**src/rtl/if_stage.sv**
```systemverilog
//==============================================================================
// Module      : if_stage
// Description : MIPS instruction-fetch stage: PC register, ROM addressing and
//               IF/ID pipeline register. Optional syscall halt via IF_HALT_EN.
// Revision    : 1.0 - initial release
//==============================================================================
`default_nettype none

module if_stage #(
    parameter logic [31:0] PC_RESET = 32'h0000_0000,
    parameter int          IMEM_AW  = 10
) (
    input  logic               clk,
    input  logic               rst,
    input  logic               stall,
    input  logic               redirect,
    input  logic [31:0]        redirect_pc,
    output logic [IMEM_AW-1:0] imem_addr,
    input  logic [31:0]        imem_data,
    output logic [31:0]        pc,
    output logic [31:0]        id_instr,
    output logic [31:0]        id_pc4,
    output logic               id_valid,
    output logic [31:0]        fetch_cnt,
    output logic               halted
);

    localparam logic [31:0] c_nop      = 32'h0000_0000;
    localparam logic [31:0] c_pc_step  = 32'd4;
    localparam logic [31:0] c_cnt_step = 32'd1;

    logic [31:0] r_pc;
    logic [31:0] r_id_instr;
    logic [31:0] r_id_pc4;
    logic        r_id_valid;
    logic [31:0] r_fetch_cnt;

    logic [31:0] w_pc4;
    logic [31:0] w_redirect_pc;
    logic        w_halted;
    logic        w_normal;

    assign w_pc4         = r_pc + c_pc_step;
    assign w_redirect_pc = {redirect_pc[31:2], 2'b00};

`ifdef IF_HALT_EN
    logic r_halted;
    logic w_syscall;

    assign w_syscall = (imem_data[31:26] == 6'h00) && (imem_data[5:0] == 6'h0C);
    assign w_halted  = r_halted;

    // Sticky until reset; redirects cannot restart a halted fetch.
    always_ff @(posedge clk) begin
        if (rst) begin
            r_halted <= 1'b0;
        end else if (w_normal && w_syscall) begin
            r_halted <= 1'b1;
        end
    end
`else
    assign w_halted = 1'b0;
`endif

    // Normal path: no redirect, no stall, not halted.
    assign w_normal = !redirect && !stall && !w_halted;

    always_ff @(posedge clk) begin
        if (rst) begin
            r_pc <= PC_RESET;
        end else if (w_halted) begin
            r_pc <= r_pc;
        end else if (redirect) begin
            r_pc <= w_redirect_pc;
        end else if (stall) begin
            r_pc <= r_pc;
        end else begin
            r_pc <= w_pc4;
        end
    end

    always_ff @(posedge clk) begin
        if (rst) begin
            r_id_instr <= c_nop;
            r_id_pc4   <= 32'h0000_0000;
            r_id_valid <= 1'b0;
        end else if (w_halted || redirect) begin
            r_id_instr <= c_nop;
            r_id_pc4   <= 32'h0000_0000;
            r_id_valid <= 1'b0;
        end else if (stall) begin
            r_id_instr <= r_id_instr;
            r_id_pc4   <= r_id_pc4;
            r_id_valid <= r_id_valid;
        end else begin
            r_id_instr <= imem_data;
            r_id_pc4   <= w_pc4;
            r_id_valid <= 1'b1;
        end
    end

    always_ff @(posedge clk) begin
        if (rst) begin
            r_fetch_cnt <= 32'h0000_0000;
        end else if (w_normal) begin
            r_fetch_cnt <= r_fetch_cnt + c_cnt_step;
        end
    end

    // Upper PC bits are dropped, so the ROM aliases across the address space.
    assign imem_addr = r_pc[IMEM_AW+1:2];
    assign pc        = r_pc;
    assign id_instr  = r_id_instr;
    assign id_pc4    = r_id_pc4;
    assign id_valid  = r_id_valid;
    assign fetch_cnt = r_fetch_cnt;
    assign halted    = w_halted;

endmodule

`default_nettype wire

```
**config.mk**
```make
export PLATFORM = sky130hd
export DESIGN_NAME = if_stage
export DESIGN_NICKNAME = d
export VERILOG_FILES = /design/src/rtl/if_stage.sv
export SDC_FILE = /design/constraint.sdc
export NUM_CORES = 1
export LEC_CHECK = 0
export BUFFER_PORTS_ARGS = -buffer_cell sky130_fd_sc_hd__buf_2
export CAP_MARGIN = 20
export CELL_PAD_IN_SITES_DETAIL_PLACEMENT = 1
export CELL_PAD_IN_SITES_GLOBAL_PLACEMENT = 1
export CORE_UTILIZATION = 36
export CTS_CLUSTER_SIZE = 24
export DETAILED_ROUTE_END_ITERATION = 12
export GPL_ROUTABILITY_DRIVEN = 0
export PLACE_DENSITY_LB_ADDON = 0.1
export SLEW_MARGIN = 10
export SYNTH_ARGS = -nofsm -noshare
export SYNTH_HDL_FRONTEND = slang
export SYNTH_SLANG_ARGS = --single-unit
```
**constraint.sdc**
```tcl
create_clock -name clk -period 2.6 [get_ports clk]
set_clock_uncertainty 0.1 [all_clocks]
set_input_delay 0.13 -clock clk [delete_from_list [all_inputs] [get_ports clk]]
set_output_delay 0.13 -clock clk [all_outputs]
set_load 0.005 [all_outputs]
```
# ---- Word level (Yosys, flattened, before mapping)
# Cells that the tools add are included.
dict set report op_classes {
  mux 2
  addsub 2
  n_eq_ne 1
  reduce_logical 4
}
# cell count
set op_table {}
lappend op_table {{32-bit 2-to-1 mux} 2}
lappend op_table {{32-bit by 1-bit adder with 32-bit output (second input constant)} 1}
lappend op_table {{32-bit by 3-bit adder with 32-bit output (second input constant)} 1}
lappend op_table {{1-bit zero test} 2}
lappend op_table {{2-bit by 1-bit != test with 1-bit output (second input constant)} 1}
lappend op_table {{2-bit OR reduction} 1}
lappend op_table {{1-bit logical AND} 1}
dict set report totals {
  input_bits 68
  word_cells 15
  regBits 129
}

# ---- Logic depth before layout (Yosys ltp)
# Gate-level depths: netlist (run 1).
dict set report logic_depth {
  ltp_word 3
  depth_mapped 7
}

# ---- Least setup slack after synthesis (run 1)
# No wires, ideal clock.
dict set report synth_path {
  path_type {register to register}
  start {register r_fetch_cnt[0], in the netlist fetch_cnt[0]}
  end {register r_fetch_cnt[24], in the netlist fetch_cnt[24]}
  required_ns 2.372
  stages_incl_launch_ff 8
  setup_ns 0.128
  arrival_ns 1.913
  n_path_buf 1
  setup_slack_ns 0.459
  cell_sequence {dfxtp_1 -> ha_1 -> or3b_4 -> or3_4 -> buf_6 -> nor4_4 -> xnor2_1 -> nor2_1}
}
dict set report synth_between {
  elab_chain_len 1
}
# item line
set synth_rtl {}
lappend synth_rtl {{start, declared} 36} ;# logic [31:0] r_fetch_cnt;
lappend synth_rtl {{start signal, assigned} 106} ;# r_fetch_cnt <= r_fetch_cnt + c_cnt_step;
lappend synth_rtl {{32-bit by 1-bit adder with 32-bit output} 106}
# Every way passes these cells.
# A chain may end at the register's enable or synchronous reset.

# ---- Worst setup path after layout (run 1)
dict set report layout_path {
  start {register r_pc[6], in the netlist pc[6]}
  end {register r_pc[13], in the netlist pc[13]}
}
dict set report layout_between {
  elab_chain_len 3
}
# item line
set layout_rtl {}
lappend layout_rtl {{start, declared} 32} ;# logic [31:0] r_pc;
lappend layout_rtl {{start signal, assigned} 72} ;# r_pc <= r_pc;
lappend layout_rtl {{start signal, assigned} 74} ;# r_pc <= w_redirect_pc;
lappend layout_rtl {{start signal, assigned} 76} ;# r_pc <= r_pc;
lappend layout_rtl {{32-bit by 3-bit adder with 32-bit output} 43} ;# assign w_pc4 = r_pc + c_pc_step;
lappend layout_rtl {{32-bit 2-to-1 mux} 75} ;# end else if (stall) begin
lappend layout_rtl {{32-bit 2-to-1 mux} 73} ;# end else if (redirect) begin
# Every way passes these cells. The select of a mux whose other input is x is not followed.

==> impl_results.md, run 1 <==
* Worst skew pair latency at 0.42 ns
* Vias per inst at 5.05
* Starting Density at 37.3%
* Initial antenna violation count at 0
* Mean post-synth cell area at 8.66 um^2
* F_max at 404 MHz
* Final setup viols at 0
* Hold Violations, Final at 0
* Final TNS setup at 0 ns
* Synth warn at 0
* Final antenna-violating net count at 0
* # Max-Cap Violations at 0
* Number of port buffers at 200
* Min-Delay Path Depth at 4
* Unrepaired setup endpoints after global routing: no
* Primary FF master, synth: dfxtp_1
* Synth-to-layout area growth at 40.7%
* Commonest non-fill, non-tap cell in the layout: buf_2
* Crit-path cells: and3_1, nand3_1, nor3_1, xnor2_1, a211oi_1, dlygate4sd3_1
* Cts bufs inserted at 17
* Cts repair resizes at 0
* Sequential share of the synthesized area at 42.0%
* Hold Crit Class: primary input to flip-flop
* Initial DRC count at 185
* Yosys cell types at 49
* Hpwl dp at 13400 um
* Crit-path max FO at 10
* Area leader, netlist: dfxtp_1
* Clock Root Buffer: clkbuf_16
* Crit Path Category: flip-flop to flip-flop
* Std cell rows at 46
* # IOs at 208
* Vias in the first global route at 6096
* GRT met2 Usage at 42.1%
* GRT Residual Overflow at 0
* DIE AREA at 17100 um^2
* EDFF count, synth at 0
* # diodes at 0
* Total wire length at 19500 um
* Synth Cell Area at 5960 um^2
* Slowest cell delay on critical path at 0.57 ns
* Clock buffer depth at 2
* Slowest CP cell: dlygate4sd3_1
* Htree depth at 4
* Non-Filler Instances at 1165
* Max VDD drop at 0.433 mV
* Total chip power at 5.09 mW
* Final Max Slew Viols at 0
* Setup slack at placement at 0.284 ns
* TritonCTS clock tree: done
* Worst r2r src: pc[6]$_SDFFE_PP0P_
* Crit path DAT at 2.73 ns
* Cells after synthesis at 688
* FF-to-FF End: pc[13]$_SDFFE_PP0P_
* Ratio of cells with drive above 1 in the final layout at 28.8%
* Core Region at 16000 um^2
* Hold EP: fetch_cnt[2]$_SDFFE_PP0P_
* Hold Path Origin: redirect
* Clk slew on worst S/H paths at 0.06 ns
* R2r worst-path depth at 6
* Worst-margin pin slew at 0.731 ns
* Worst rel slew slack at 51.3%
* WL/cell at 16.7 um
* Worst Slack Setup Final at 0.126 ns
* WHS at 0.0232 ns
* Worst setup SP type: flip-flop
* CP endpoint kind: flip-flop
* Largest net degree at the start of global routing at 56
* R2R setup slack at 0.13 ns
* PD cells at 606 nW/um^2
* Most frequent cells in the layout: 199 x buf_2, 125 x dfxtp_1, 103 x nor2_1
* Leakage power at 3.65 nW
* Final worst path period share at 95.1%
* Synth top area share at 42.0%
* First-pass GRT wire length at 30500 um
* Min cycle time layout at 2.47 ns
* Ranking of synthesized cells by area: dfxtp_1 42%, nor2_1 6.5%, xnor2_1 6.3%, mux2i_1 6.2%, xor2_1 3.1%
* Die Span Y at 131 um
* Fillers at 1945
* Die W at 131 um
* GRT Max-Usage Layer: met2
* Status: completed
* Nets@finish at 1006
* Vias at 5885
* CP required at 2.86 ns
* Drt first pass iters at 5
* GRT Util Overall at 23.2%
* Yosys reg bits at 125
* Post-placement cell count at 1068
* Area after DPL at 7110 um^2
* Met3 Resource Use GR at 5.33%
* GR Util met1 at 26.4%
* Ys async rst share at 0%
* Post-route cell area at 8390 um^2
* Util after Layout at 52.4%
* Clock sinks at 125
* Post-route DRC at 0
cells in the mapped netlist (all sizes together) (12+ instances only):
| library cell | number |
|---|---|
| nor3 | 28 |
| nand4 | 16 |
| mux2i | 37 |
| xnor2 | 43 |
| nor4 | 14 |
| nor2 | 103 |
| xor2 | 21 |
| o21ai | 29 |
| nand2 | 37 |
| dfxtp | 125 |
| nor3b | 12 |
| inv | 15 |
| a211oi | 16 |
| buf | 25 |
| clkbuf | 40 |
| a21oi | 35 |
| and4 | 14 |
| nand3 | 30 |
sequential cells by signal, summed over array words and instances (netlist names):
signal	cells
id_pc4	30
id_valid	1
id_instr	32
fetch_cnt	32
pc	30
logic make-up after synthesis:
family,after synthesis,share of synthesized area (%)
AOI/OAI and AO/OA,96,9.66
xor gates and xnor gates,64,9.40
adders and majority gates,2,0.420
buffers and inverters,82,6.51
DFF,125,42.0
muxes,37,6.21
other,1,0.0629
and+or+nand+nor,281,25.8
worst max-delay path, delay by kind of cell (launching register included):
kind | cells | cell delay (ns)
AND/OR/NAND/NOR | 3 | 1.06
buffers and inverters | 1 | 0.57
flip-flops | 1 | 0.36
AO/OA/AOI/OAI | 1 | 0.22
XOR/XNOR | 1 | 0.10
how the worst max path moves through the flow:
| stage | startpoint | end | slack (ns) |
|---|---|---|---|
| 2_1_floorplan | fetch_cnt[0]$_SDFFE_PP0P_ | fetch_cnt[24]$_SDFFE_PP0P_ | 0.46 |
| 3_3_place_gp | fetch_cnt[0]$_SDFFE_PP0P_ | fetch_cnt[28]$_SDFFE_PP0P_ | 0.35 |
| 3_5_place_dp | fetch_cnt[0]$_SDFFE_PP0P_ | fetch_cnt[28]$_SDFFE_PP0P_ | 0.28 |
| 4_1_cts | pc[6]$_SDFFE_PP0P_ | pc[13]$_SDFFE_PP0P_ | 0.19 |
| 5_1_grt | pc[6]$_SDFFE_PP0P_ | pc[13]$_SDFFE_PP0P_ | 0.03 |
| 6_report | pc[6]$_SDFFE_PP0P_ | pc[13]$_SDFFE_PP0P_ | 0.13 |
per-layer routing:
| metal | wire length (um) | part of all wire (%) |
|---|---|---|
| met1 | 8170 | 42 |
| met2 | 10000 | 51 |
| met3 | 907 | 4.7 |
| met4 | 399 | 2.0 |
| met5 | 0 | 0 |
final cells by class:
cell class | instances | area (um^2) | share of cell area [%]
inverters | 17 | 63.8 | 0.761
clock inverters | 11 | 165 | 1.97
well taps | 216 | 270 | 3.22
clock buffers | 21 | 460 | 5.49
multi-input cells | 485 | 3090 | 36.8
repair buffers | 290 | 1840 | 22.0
flip-flops and latches | 125 | 2500 | 29.8
timing repair:
item	4_1_cts	5_1_grt
buffers inserted	0	0
hold buffers	65	0
endpoints found under the hold margin	62	0
where the power goes:
part	switching [mW]	total, mW	internal [mW]
clock network	0.874	2.52	1.65
registers	0.0708	2.05	1.98
logic	0.252	0.512	0.260
total	1.20	5.09	3.89
(Power assumes the default switching activity.)
==> inputs of run 2 (changes only) <==
--- a/config.mk
+++ b/config.mk
@@ -6,14 +6,14 @@
 export NUM_CORES = 1
 export LEC_CHECK = 0
 export BUFFER_PORTS_ARGS = -buffer_cell sky130_fd_sc_hd__buf_2
-export CAP_MARGIN = 20
+export CAP_MARGIN = 10
 export CELL_PAD_IN_SITES_DETAIL_PLACEMENT = 1
 export CELL_PAD_IN_SITES_GLOBAL_PLACEMENT = 1
 export CORE_UTILIZATION = 36
 export CTS_CLUSTER_SIZE = 24
 export DETAILED_ROUTE_END_ITERATION = 12
 export GPL_ROUTABILITY_DRIVEN = 0
-export PLACE_DENSITY_LB_ADDON = 0.1
+export PLACE_DENSITY = 0.78
 export SLEW_MARGIN = 10
 export SYNTH_ARGS = -nofsm -noshare
 export SYNTH_HDL_FRONTEND = slang
==> run 2 against run 1 <==
Compared with the run above:
- sequential power is essentially flat
- register-to-register slack gained 0.18 ns
- non-clock buffer count shrank 3
- total power shrank 2.6%
- maximum frequency grew 7.9%
- global-route usage grew 0.69 points
- combinational power is essentially flat
- core utilization shrank 0.45 points
- count of clock-buffer cells in the layout grew 3
- critical path type unchanged
- largest power group unchanged
==> impl_results.md, run 2 (synthesis gave the netlist of run 1 again) <==
* Status: completed
* Die W at 131 um (unchanged)
* Clock sinks at 125 (unchanged)
* Final antenna-violating net count at 0 (unchanged)
* Number of port buffers at 200 (unchanged)
* Clk slew on worst S/H paths at 0.05 ns (about the same)
* Starting Density at 37.3% (unchanged)
* Vias at 5934 (+0.83%)
* Final setup viols at 0 (unchanged)
* Util after Layout at 52.0% (-0.45 points)
* Fillers at 1916 (-1.5%)
* # diodes at 0 (unchanged)
* Sw frac at 23.6% (+0.074 points)
* TritonCTS clock tree: done
* Cts bufs inserted at 17 (unchanged)
* Post-placement cell count at 1068 (unchanged)
* Clock Root Buffer: clkbuf_16
* Clock share of power at 48.2% (-1.4 points)
* Total wire length at 20200 um (+3.6%)
* Initial DRC count at 245 (+32%)
* Worst setup SP type: flip-flop
* Cts repair resizes at 0 (unchanged)
* Clock buffer depth at 2 (unchanged)
* Slowest CP cell: or3_4
* Die Span Y at 131 um (unchanged)
* Crit Path Category: flip-flop to flip-flop
* Final worst path period share at 88.2% (-7.0 points)
* GRT Util Overall at 23.9% (+0.69 points)
* Hpwl dp at 13000 um (-2.7%)
* Initial antenna violation count at 0 (unchanged)
* Std cell rows at 46 (unchanged)
* Final TNS setup at 0 ns (unchanged)
* Postcts setup bufs at 0 (unchanged)
* Sequential share of power at 41.5% (+1.1 points)
* Largest net degree at the start of global routing at 63 (+13%)
* CP endpoint kind: flip-flop
* DIE AREA at 17100 um^2 (unchanged)
* Non-Filler Instances at 1161 (-0.34%)
* Core Region at 16000 um^2 (unchanged)
* Setup slack at placement at 0.301 ns (+0.0176 ns)
* CP required at 2.77 ns (-0.09 ns)
* WL/cell at 17.4 um (+4.0%)
* Htree depth at 4 (unchanged)
* Max VDD drop at 0.414 mV (-4.3%)
* Hold Violations, Final at 0 (unchanged)
* Vias per inst at 5.11 (+1.2%)
* Final Max Slew Viols at 0 (unchanged)
* Ratio of cells with drive above 1 in the final layout at 28.5% (-0.30 points)
* Worst skew pair latency at 0.41 ns (about the same)
* Worst Slack Setup Final at 0.308 ns (+0.181 ns)
* Crit-path cells: ha_1, or3b_4, or3_4, nor4_1, xnor2_1, nor2_1
* GRT Residual Overflow at 0 (unchanged)
* Worst rel slew slack at 51.3% (about the same)
* Vias in the first global route at 5972 (-2.0%)
* Slowest cell delay on critical path at 0.50 ns (-0.07 ns)
* Hold Crit Class: primary input to flip-flop
* # IOs at 208 (unchanged)
* Most frequent cells in the layout: 199 x buf_2, 125 x dfxtp_1, 103 x nor2_1
* Unrepaired setup endpoints after global routing: no
* Crit path DAT at 2.46 ns (-0.27 ns)
* WHS at 0.0194 ns (-0.00380 ns)
* Crit-path max FO at 14 (+4)
* F_max at 436 MHz (+7.9%)
* Nets@finish at 1003 (-0.30%)
* # Max-Cap Violations at 0 (unchanged)
* Internal at 3.79 mW (-2.6%)
* Synth-to-layout area growth at 39.5%
* Drt first pass iters at 5 (unchanged)
* Gate power share at 10.3% (+0.2 points)
* First-pass GRT wire length at 31000 um (+1.7%)
* PD cells at 596 nW/um^2 (-1.7%)
* Worst-margin pin slew at 0.731 ns (+0.000366 ns)
* Commonest non-fill, non-tap cell in the layout: buf_2
* Leakage power at 3.62 nW (-0.74%)
* Min cycle time layout at 2.29 ns (-0.181 ns)
* NetSw at 1.17 mW (-2.2%)
* Post-route DRC at 0 (unchanged)
==> run 2: worst max-delay path: cells and delay by family (launching register included) <==
family	cells	cell delay [ns]
and+or+nand+nor	4	1.32
DFF	1	0.38
adders and majority gates	1	0.18
xor gates and xnor gates	1	0.16
==> run 2: layout make-up <==
cell class,instances,area (um^2),area share (%)
Clock buffer,24,472,5.67
Inverter,17,63.8,0.767
Timing Repair Buffer,287,1810,21.8
Clock inverter,7,113,1.35
Tap cell,216,270,3.25
Multi-Input combinational cell,485,3090,37.1
Sequential cell,125,2500,30.1
==> run 2: path summary, 6_finish.rpt <==
check	to	slack, ns	depth (start not counted)	startpoint
max reg2reg	fetch_cnt[28]$_SDFFE_PP0P_	0.31	6	fetch_cnt[0]$_SDFFE_PP0P_
min reg2reg	id_valid$_SDFFE_PP0N_	0.36	1	id_valid$_SDFFE_PP0N_
min	fetch_cnt[2]$_SDFFE_PP0P_	0.02	4	redirect
max	fetch_cnt[28]$_SDFFE_PP0P_	0.31	6	fetch_cnt[0]$_SDFFE_PP0P_
==> run 2: stage by stage <==
| stage | power (mW) | area [um^2] |
|---|---|---|
| final | 4.96 | 8320 |
| after global routing | 5.15 | 8320 |
| after CTS | 4.99 | 8320 |
| after detailed placement | 2.52 | 7110 |
| after global placement | 2.51 | 7110 |
| after floorplan | 2.33 | 5980 |
==> run 2: per-layer routing <==
layer	part of all wire, %	GRT usage (%)	vias to the layer above
li1	-	-	2861
met1	41	27.3	2855
met2	51	42.5	190
met3	5.8	6.07	28
met4	1.9	9.67	0
met5	0	0	-
==> run 2: power groups by stage <==
stage               clock (mW)  combinational [mW]  sequential [mW]
finish                    2.39               0.511             2.06
global route              2.52               0.561             2.07
CTS                       2.43               0.506             2.06
detailed placement           0               0.427             2.10
global placement             0               0.418             2.09
floorplan                    0               0.253             2.08
==> run 2: timing repair <==
item / CTS / global route
hold endpoints to repair: 62 / 0
hold buffers: 62 / 0
setup endpoints to repair: 0 / 0
==> inputs of run 3 (changes only) <==
--- a/config.mk
+++ b/config.mk
@@ -5,13 +5,13 @@
 export SDC_FILE = /design/constraint.sdc
 export NUM_CORES = 1
 export LEC_CHECK = 0
-export BUFFER_PORTS_ARGS = -buffer_cell sky130_fd_sc_hd__buf_2
 export CAP_MARGIN = 10
 export CELL_PAD_IN_SITES_DETAIL_PLACEMENT = 1
 export CELL_PAD_IN_SITES_GLOBAL_PLACEMENT = 1
-export CORE_UTILIZATION = 36
+export CORE_UTILIZATION = 46
 export CTS_CLUSTER_SIZE = 24
 export DETAILED_ROUTE_END_ITERATION = 12
+export DONT_BUFFER_PORTS = 1
 export GPL_ROUTABILITY_DRIVEN = 0
 export PLACE_DENSITY = 0.78
 export SLEW_MARGIN = 10
==> run 3 against run 2 <==
Compared with the run above:
- flip-flop and latch count unchanged
- wire length shrank 6.0%
- count of clock-buffer cells in the layout decreased by 3
- maximum frequency is 3.6% lower
- worst setup slack worse by 0.086 ns
- critical endpoint unchanged
- register-to-register slack got worse by 0.09 ns
- combinational power fell by 23%
- global-route usage increased by 4.6 points
- cell count decreased by 21%
- worst hold slack improved by 0.029 ns
- design area down 12%
==> impl_results.md, run 3 (synthesis gave the netlist of run 1 again) <==
* Status: completed
* Hpwl dp at 11600 um (-11%)
* NetSw at 1.16 mW (-0.48%)
* R2r worst-path depth at 6 (unchanged)
* Final Max Slew Viols at 0 (unchanged)
* Post-route cell area at 7340 um^2 (-12%)
* Area after DPL at 6000 um^2 (-16%)
* # Max-Cap Violations at 0 (unchanged)
* Hold EP: pc[12]$_SDFFE_PP0P_
* Hold Violations, Final at 0 (unchanged)
* # IOs at 208 (unchanged)
* GRT Util Overall at 28.6% (+4.6 points)
* Leakage power at 2.68 nW (-26%)
* Final antenna-violating net count at 0 (unchanged)
* Fillers at 1467 (-23%)
* Clock Root Buffer: clkbuf_16
* Post-route DRC at 0 (unchanged)
* Postcts setup bufs at 0 (unchanged)
* Worst skew pair latency at 0.42 ns (about the same)
* Gate power share at 8.1% (-2.2 points)
* TritonCTS clock tree: done
* Internal at 3.72 mW (-1.7%)
* First-pass GRT wire length at 29100 um (-6.4%)
* Util after Layout at 58.1% (+6.2 points)
* WHS at 0.0485 ns (+0.0292 ns)
* Sw frac at 23.8% (+0.23 points)
* F_max at 420 MHz (-3.6%)
* Worst-margin pin slew at 0.992 ns (+0.261 ns)
* Worst rel slew slack at 33.9% (-17 points)
* Ratio of cells with drive above 1 in the final layout at 9.12% (-19 points)
* Die Span Y at 116 um (-11%)
* Crit Path Category: flip-flop to flip-flop
* Final TNS setup at 0 ns (unchanged)
* Clock share of power at 49.5% (+1.3 points)
* Min cycle time layout at 2.38 ns (+0.0864 ns)
* Worst r2r src: fetch_cnt[0]$_SDFFE_PP0P_
* Final worst path period share at 91.5% (+3.3 points)
* PD cells at 666 nW/um^2 (+12%)
* FF-to-FF End: fetch_cnt[28]$_SDFFE_PP0P_
* Core Region at 12600 um^2 (-21%)
* Vias per inst at 5.76 (+13%)
* Vias at 5298 (-11%)
* Htree depth at 4 (unchanged)
* Cts bufs inserted at 17 (unchanged)
* Unrepaired setup endpoints after global routing: no
* DIE AREA at 13400 um^2 (-21%)
* Initial DRC count at 257 (+4.9%)
* Worst setup SP type: flip-flop
* Crit-path max FO at 14 (unchanged)
* GRT Residual Overflow at 0 (unchanged)
* Max VDD drop at 0.583 mV (+41%)
* Commonest non-fill, non-tap cell in the layout: dfxtp_1
* Vias in the first global route at 5510 (-7.7%)
* WL/cell at 20.6 um (+19%)
* Final setup viols at 0 (unchanged)
* CP required at 2.79 ns (+0.02 ns)
* Clock buffer depth at 2 (unchanged)
* Synth-to-layout area growth at 23.1%
* Most frequent cells in the layout: 125 x dfxtp_1, 103 x nor2_1, 66 x dlygate4sd3_1
* Hold Crit Class: primary input to flip-flop
* Std cell rows at 41 (-11%)
* Setup slack at placement at 0.264 ns (-0.0373 ns)
* Nets@finish at 803 (-20%)
* Min-Delay Path Depth at 3 (-1)
* Drt first pass iters at 4 (-1)
* Initial antenna violation count at 1 (+1)
* R2R setup slack at 0.22 ns (-0.09 ns)
* Total wire length at 19000 um (-6.0%)
* Sequential share of power at 42.4% (+0.9 points)
* Die W at 116 um (-11%)
* Crit path DAT at 2.57 ns (+0.11 ns)
* Largest net degree at the start of global routing at 66 (+4.8%)
* Starting Density at 47.2% (+10 points)
* Clock sinks at 125 (unchanged)
* Worst Slack Setup Final at 0.222 ns (-0.0864 ns)
* Hold Path Origin: redirect
* Number of port buffers at 0 (-100%)
* CP endpoint kind: flip-flop
* Clk slew on worst S/H paths at 0.06 ns (about the same)
## run 3: cell count changes in the layout (fill, tap and decap cells not counted), moves of 2 or more
cell,delta
buf_2,-199
clkinvlp_4,+2
clkbuf_1,-3
diode_2,+2
buf_16,+2
buf_4,-8
dlygate4sd3_1,+4
## run 3: area by class of cell
class | instances | area [um^2] | share of cell area [%]
diodes | 2 | 5.00 | 0.0682
repair buffers | 87 | 863 | 11.8
clock inverters | 11 | 141 | 1.93
flip-flops and latches | 125 | 2500 | 34.1
well taps | 172 | 215 | 2.93
clock buffers | 21 | 460 | 6.28
multi-input cells | 485 | 3090 | 42.1
inverters | 17 | 63.8 | 0.870
## run 3: critical path: stages (launching register included)
cell,delay [ns]
dfxtp_1,0.42
ha_1,0.22
or3b_4,0.41
or3_4,0.51
nor4_1,0.37
xnor2_1,0.17
nor2_1,0.06
## run 3: repair_timing
| item | 4_1_cts | 5_1_grt |
|---|---|---|
| hold buffers | 69 | 0 |
| gates resized for setup | 0 | 1 |
| hold endpoints to repair | 110 | 0 |
| endpoints found under the setup margin | 0 | 1 |
## run 3: how the worst max path moves through the flow
stage,to,slack [ns],from
floorplan,fetch_cnt[24]$_SDFFE_PP0P_,0.46,fetch_cnt[0]$_SDFFE_PP0P_
global placement,fetch_cnt[28]$_SDFFE_PP0P_,0.34,fetch_cnt[0]$_SDFFE_PP0P_
detailed placement,fetch_cnt[28]$_SDFFE_PP0P_,0.26,fetch_cnt[0]$_SDFFE_PP0P_
CTS,fetch_cnt[28]$_SDFFE_PP0P_,0.09,redirect
global route,pc[24]$_SDFFE_PP0P_,0.06,pc[15]$_SDFFE_PP0P_
finish,fetch_cnt[28]$_SDFFE_PP0P_,0.22,fetch_cnt[0]$_SDFFE_PP0P_
## run 3: stage by stage
stage / power [mW] / std cells
after detailed placement: 2.36 / 817
after CTS: 4.89 / 918
final: 4.89 / 920
after floorplan: 2.33 / 692
after global routing: 5.06 / 920
after global placement: 2.34 / 817
## run 3: layer usage
layer	part of all wire [%]	vias up	global-route usage, %
met5	0	-	0
met4	2.5	0	13.6
met3	6.8	42	9.31
met2	53	193	52.1
met1	38	2596	29.4
li1	-	2467	-
## run 3: power groups by stage
stage	Sequential, mW	Clock (mW)	Combinational (mW)
CTS	2.07	2.44	0.386
global placement	2.11	0	0.237
finish	2.07	2.42	0.396
detailed placement	2.11	0	0.249
global route	2.08	2.55	0.431
floorplan	2.08	0	0.253
